===== src/rtl/multdiv_issue_ctrl_pkg.sv =====
// multdiv_issue_ctrl_pkg: opcodes, register indices, state encoding and decode helpers for the multdiv issue controller
package multdiv_issue_ctrl_pkg;
  localparam logic [4:0] OP_RTYPE = 5'b00000;
  localparam logic [4:0] OP_ADDI = 5'b00101;
  localparam logic [4:0] OP_LW = 5'b01000;
  localparam logic [4:0] OP_JAL = 5'b00011;
  localparam logic [4:0] OP_SETX = 5'b10101;
  localparam logic [4:0] ALU_MUL = 5'b00110;
  localparam logic [4:0] ALU_DIV = 5'b00111;
  localparam logic [4:0] RSTATUS = 5'd30;
  localparam logic [4:0] RA = 5'd31;
  localparam logic [1:0] S_IDLE = 2'd0;
  localparam logic [1:0] S_BUSY = 2'd1;
  localparam logic [1:0] S_WB = 2'd2;

  typedef struct packed {
    logic we;
    logic [4:0] rg;
    logic [31:0] data;
  } wb_t;

  function automatic logic is_mul(input logic [31:0] i);
    return i[31:27] == OP_RTYPE && i[6:2] == ALU_MUL;
  endfunction

  function automatic logic is_div(input logic [31:0] i);
    return i[31:27] == OP_RTYPE && i[6:2] == ALU_DIV;
  endfunction

  // {valid, register} written by an instruction
  function automatic logic [5:0] dest(input logic [31:0] i);
    logic [4:0] op;
    op = i[31:27];
    return (op == OP_RTYPE || op == OP_ADDI || op == OP_LW) ? {1'b1, i[26:22]} :
           op == OP_JAL ? {1'b1, RA} :
           op == OP_SETX ? {1'b1, RSTATUS} : 6'd0;
  endfunction
endpackage


===== src/rtl/multdiv_hazard_check.sv =====
// multdiv_hazard_check: flags D/X instructions that must wait for an in-flight mul/div
module multdiv_hazard_check
  import multdiv_issue_ctrl_pkg::*;
(
  input  logic [4:0]  prd,
  input  logic        busy,
  input  logic [31:0] fd_instr,
  input  logic [31:0] dx_instr,
  output logic        hazard
);
  function automatic logic conflict(input logic [31:0] i, input logic [4:0] r);
    logic [5:0] d;
    d = dest(i);
    return ((i[21:17] == r || i[16:12] == r) && r != 5'd0) || is_mul(i) || is_div(i) ||
           (d[5] && ((d[4:0] == r && r != 5'd0) || d[4:0] == RSTATUS));
  endfunction

  // hazard only matters while an operation is outstanding
  always_comb hazard = busy && (conflict(fd_instr, prd) || conflict(dx_instr, prd));
endmodule


===== src/rtl/multdiv_issue_ctrl.sv =====
// multdiv_issue_ctrl: issues mul/div from X, waits for the result and retires it through the regfile write port (optional MULTDIV_SCOREBOARD_EN)
module multdiv_issue_ctrl
  import multdiv_issue_ctrl_pkg::*;
#(
  parameter int          MAX_CYCLES   = 40,
  parameter logic [31:0] MUL_ERR_CODE = 32'd4,
  parameter logic [31:0] DIV_ERR_CODE = 32'd5,
  parameter logic [31:0] TMO_ERR_CODE = 32'd7
) (
  input  logic        clock,
  input  logic        reset,
  input  logic [31:0] dx_instr,
  input  logic        dx_valid,
  input  logic [31:0] fd_instr,
  input  logic        md_ready,
  input  logic        md_exception,
  input  logic [31:0] md_result,
  output logic        md_ctrl_mult,
  output logic        md_ctrl_div,
  output logic        stall,
  output logic        wb_steal,
  output logic        wb_we,
  output logic [4:0]  wb_reg,
  output logic [31:0] wb_data,
  output logic        busy
);
  localparam int CW = $clog2(MAX_CYCLES + 1);
  localparam logic [CW-1:0] CMAX = CW'(MAX_CYCLES);
  localparam logic [CW-1:0] CLAST = CW'(MAX_CYCLES - 1);
  logic [1:0] state;
  logic [CW-1:0] cnt;
  logic [4:0] rd_q;
  logic div_q;
  wb_t wb_q;
  logic is_m, is_d, issue, tmo, ok;
  assign is_m = is_mul(dx_instr);
  assign is_d = is_div(dx_instr);
  assign issue = reset && dx_valid && (is_m || is_d) && state == S_IDLE;
  assign tmo = state == S_BUSY && cnt == CLAST;
  assign ok = md_ready && !md_exception;

  // issue / wait / writeback sequencing; a result arriving on the timeout cycle still wins
  always_ff @(posedge clock or negedge reset)
    if (!reset) begin
      state <= S_IDLE;
      cnt <= '0;
      rd_q <= '0;
      div_q <= 1'b0;
      wb_q <= '0;
    end else if (issue) begin
      state <= S_BUSY;
      cnt <= '0;
      rd_q <= dx_instr[26:22];
      div_q <= is_d;
    end else if (state == S_BUSY) begin
      cnt <= cnt == CMAX ? cnt : cnt + 1'b1;
      if (md_ready || tmo) begin
        state <= S_WB;
        wb_q.we <= !ok || rd_q != 5'd0;
        wb_q.rg <= ok ? rd_q : RSTATUS;
        wb_q.data <= !md_ready ? TMO_ERR_CODE : ok ? md_result : div_q ? DIV_ERR_CODE : MUL_ERR_CODE;
      end
    end else
      state <= S_IDLE;

  // start pulses and the write-port steal are pure functions of state and X-stage decode
  always_comb begin
    md_ctrl_mult = issue && is_m;
    md_ctrl_div = issue && is_d;
    busy = state == S_BUSY;
    wb_steal = state == S_WB;
    wb_we = wb_steal && wb_q.we;
    wb_reg = wb_steal ? wb_q.rg : 5'd0;
    wb_data = wb_steal ? wb_q.data : 32'd0;
  end

`ifdef MULTDIV_SCOREBOARD_EN
  logic hazard;
  multdiv_hazard_check u_hazard (
    .prd(rd_q),
    .busy(busy),
    .fd_instr(fd_instr),
    .dx_instr(dx_instr),
    .hazard(hazard)
  );
  // the mul/div leaves X at issue; only dependent or conflicting instructions wait
  always_comb stall = hazard || wb_steal;
`else
  logic unused_fd;
  assign unused_fd = ^fd_instr;
  // blocking: the pipeline is frozen from issue through writeback
  always_comb stall = issue || busy || wb_steal;
`endif
endmodule

===== config.mk =====
export PLATFORM = sky130hd
export DESIGN_NAME = multdiv_issue_ctrl
export DESIGN_NICKNAME = d
export VERILOG_FILES = /design/src/rtl/multdiv_issue_ctrl_pkg.sv /design/src/rtl/multdiv_hazard_check.sv /design/src/rtl/multdiv_issue_ctrl.sv
export SDC_FILE = /design/constraint.sdc
export NUM_CORES = 1
export LEC_CHECK = 0
export ABC_AREA = 1
export ABC_CLOCK_PERIOD_IN_PS = 1490
export BUFFER_PORTS_ARGS = -buffer_cell sky130_fd_sc_hd__buf_4
export CAP_MARGIN = 20
export CELL_PAD_IN_SITES_DETAIL_PLACEMENT = 1
export CELL_PAD_IN_SITES_GLOBAL_PLACEMENT = 1
export CORE_AREA = 2 2 99 101
export CTS_CLUSTER_DIAMETER = 60
export DETAILED_ROUTE_END_ITERATION = 8
export DIE_AREA = 0 0 101 103
export GPL_TIMING_DRIVEN = 0
export MAX_ROUTING_LAYER = met4
export PLACE_DENSITY_LB_ADDON = 0.12
export SYNTH_ARGS = -nofsm -noshare
export SYNTH_HDL_FRONTEND = slang
export SYNTH_SLANG_ARGS = --single-unit

===== constraint.sdc =====
create_clock -name clock -period 1.49 [get_ports clock]
set_clock_uncertainty 0.05 [all_clocks]
set_input_delay 0.149 -clock clock [delete_from_list [all_inputs] [get_ports clock]]
set_output_delay 0.149 -clock clock [all_outputs]
set_load 0.01 [all_outputs]

==> impl_metrics.ini <==
[run_status]
status = finished, violations left
violations = hold timing, setup timing

[timing]
drv_slew = 0
timing.fmax_mhz = 594
rsz0062_at_grt = yes
setup_tns_ns = -5.10
min_period_over_period_pct = 113
finalSetupViolCount = 63
worst_pin_slew_ns = 0.468
holdWs_ns = -0.309
slew_headroom_pct = 68.8
fin_ws_ns = -0.194
finalHoldViolations = 52
period_minus_slack_ns = 1.68

[critical_path]
cp-end-kind = primary output
crit_path_start = state[1]$_DFFE_PN0P_
reg2regPathDepth = 11
cp.required_ns = 1.29
slowest_stage = dfrtp_1
rr_startpoint = state[1]$_DFFE_PN0P_
cp-start-kind = register
crit_family = buffers and inverters
critical-path-max-stage-delay_ns = 0.39
critPathKind = register to primary output
worst-path-stages = 8
cp_max_fo = 5
worst_ep_arrival_time_ns = 1.48
critical_path.cell_chain = inv_2 -> buf_6 -> nand3_4 -> nor2_4 -> nand2_2 -> buf_6 -> nor2_4 -> buf_6
path_buf_inv = 4
cp_common_cell = buf_6

[run]
max_cap_viol_count = 0

[synthesis]
syn_inst = 381
ys.warnings.count = 0
synth_cell_type_count = 20
synth_fa_ha_area_share_pct = 0.886
muxShareOfSynthArea_pct = 0
synth.net_count = 484
synth.avg_cell_area_um2 = 7.41
yosys.area_share.simple_pct = 39.2
yosysSeqAreaShare_pct = 46.1
ys_ff_latch = 52
synth_area_um2 = 2820
synthXorXnorAreaFrac_pct = 0.310
synth_top_family_by_area = simple AND/OR/NAND/NOR gates
synth_compound_area_share_pct = 0.177

[global_routing]
grt_pass1_vias = 2999
grt_usage_pct = 18.5
grt_max_degree = 55
grt_pass1_wl_um = 14600
grt-ovfl-total = 0
antenna_found_initial = 0

[layout]
diodes = 0
final_cell_mix = buf_4 (86), nand2_1 (70), inv_1 (56)
fill_cells = 1137
drive_gt1_share_pct = 44.2
multi_input_area_um2 = 1490
regArea_um2 = 1300
fin_cells = 628
fin_nets = 616
postLayoutCellArea_um2 = 4750
final_common_cell = buf_4
area_delta_synth_final_pct = 68.1

[pwr]
internal_power_w = 0.00194
power_frac_seq_pct = 56.2
clkPwrFrac_pct = 33.2
totalPowerFinal_w = 0.00259
ir_drop_v = 0.000300
switchingPower_w = 0.000643
power.leakage_nw = 2.36
power_per_cell_area_nw_per_um2 = 545
switching_share_pct = 24.9
p_comb_share_pct = 10.6

[placed_design]
dp_hpwl_um = 6100
placed_area_um2 = 3660
numPortBuffers = 93
routabilityCongestion = 0.765
dp_cells = 588

[cts]
cts_max_path_buffers = 2
clk_latency_ns = 0.31
htreeDepth = 2
cts_tree = yes
cts_sinks = 52
cts_root_buf = clkbuf_8
cts_buffers = 5
clkTransAtPathRegs_ns = 0.09

[die]
die_w_um = 101
start_util_pct = 29.9
die_area_um2 = 10400
boundaryPins = 144
die_h_um = 103
num_rows = 36
core_area_um2 = 9460

[route]
dr.pass1.iters = 4
drt-total-wl_um = 9770
drtIter0Drc = 102
vias_per_cell = 4.75
drc = 0
routedWlPerCell_um = 15.6
via_count = 2982
ant_nets = 0

[min_path]
hold_class = primary input to async pin
[registers in the layout, indices dropped and copies added (netlist names)]
signal	flops
rd_q	5
cnt	6
wb_q	38
state	2
div_q	1
[through the flow]
stage	util, %	hold slack [ns]	setup slack (ns)
final	50.2	-0.309	-0.194
after global routing	50.2	-0.288	-0.285
after CTS	45.5	-0.286	-0.169
after detailed placement	38.7	0.211	-0.411
after global placement	38.7	0.210	-0.395
after floorplan	-	-0.197	0.131
[synth_stat cells]
library cell / number / area share, %
nand2_1: 84 / 11
inv_1: 59 / 7.8
nor2_1: 55 / 7.3
dfrtp_1: 52 / 46
nand3_1: 52 / 9.2
nand4_1: 37 / 8.2
buf_2: 8 / 1.4
clkbuf_1: 8 / 1.1
buf_6: 5 / 2.0
nand2_2: 4 / 0.89
buf_4: 3 / 0.80
nor2_2: 3 / 0.66
ha_1: 2 / 0.89
inv_2: 2 / 0.27
or2_2: 2 / 0.44
nand2_8: 1 / 0.71
nor2_4: 1 / 0.40
nor3_1: 1 / 0.18
o21ai_0: 1 / 0.18
xor2_1: 1 / 0.31
[power by group through the flow]
stage               combinational [W]  sequential, W  clock, W
CTS                          0.000267        0.00145  0.000896
finish                       0.000275        0.00145  0.000859
global placement             0.000247        0.00148         0
detailed placement           0.000250        0.00148         0
global route                 0.000308        0.00146  0.000933
floorplan                   0.0000863        0.00147         0
[logic make-up (layout without fill, tap and decap cells)]
logic type | count (synthesis) | after routing
XOR/XNOR | 1 | 1
buffers and inverters | 85 | 217
AND/OR/NAND/NOR | 240 | 241
adder cells (fa/ha/maj) | 2 | 2
AO/OA/AOI/OAI | 1 | 1
flip-flops | 52 | 52
[worst paths after layout]
check                                  endpoint  slack, ns
max reg2reg                 rd_q[1]$_DFFE_PN0N_      -0.11
max in group asynchronous  state[0]$_DFFE_PN0P_       1.34
max                                 md_ctrl_div      -0.19
min                         wb_q[8]$_DFFE_PN0P_      -0.31
min in group clock          rd_q[3]$_DFFE_PN0N_       0.01
min reg2reg                 rd_q[2]$_DFFE_PN0N_       0.44
[layer usage]
metal | vias to the layer above | track usage [%] | part of all wire (%)
li1 | 1462 | - | -
met1 | 1437 | 22.9 | 42
met2 | 69 | 31.9 | 52
met3 | 14 | 2.10 | 3.9
met4 | 0 | 5.09 | 1.4
met5 | - | - | 0
[timing repair]
item,CTS,global route
resized for setup,109,74
pin swaps,5,9
gates cloned,2,6
buffers inserted,17,8
endpoints found under the hold margin,52,52
endpoints found under the setup margin,46,91
[final cells by class]
cell class | instances | share of cell area, %
Multi-Input combinational cell | 245 | 31.3
Clock buffer | 8 | 1.90
Inverter | 61 | 5.14
Tap cell | 114 | 3.00
Timing Repair Buffer | 124 | 25.0
Buffer | 24 | 6.17
Sequential cell | 52 | 27.4
Note: power is estimated with default switching activity, not from simulation.
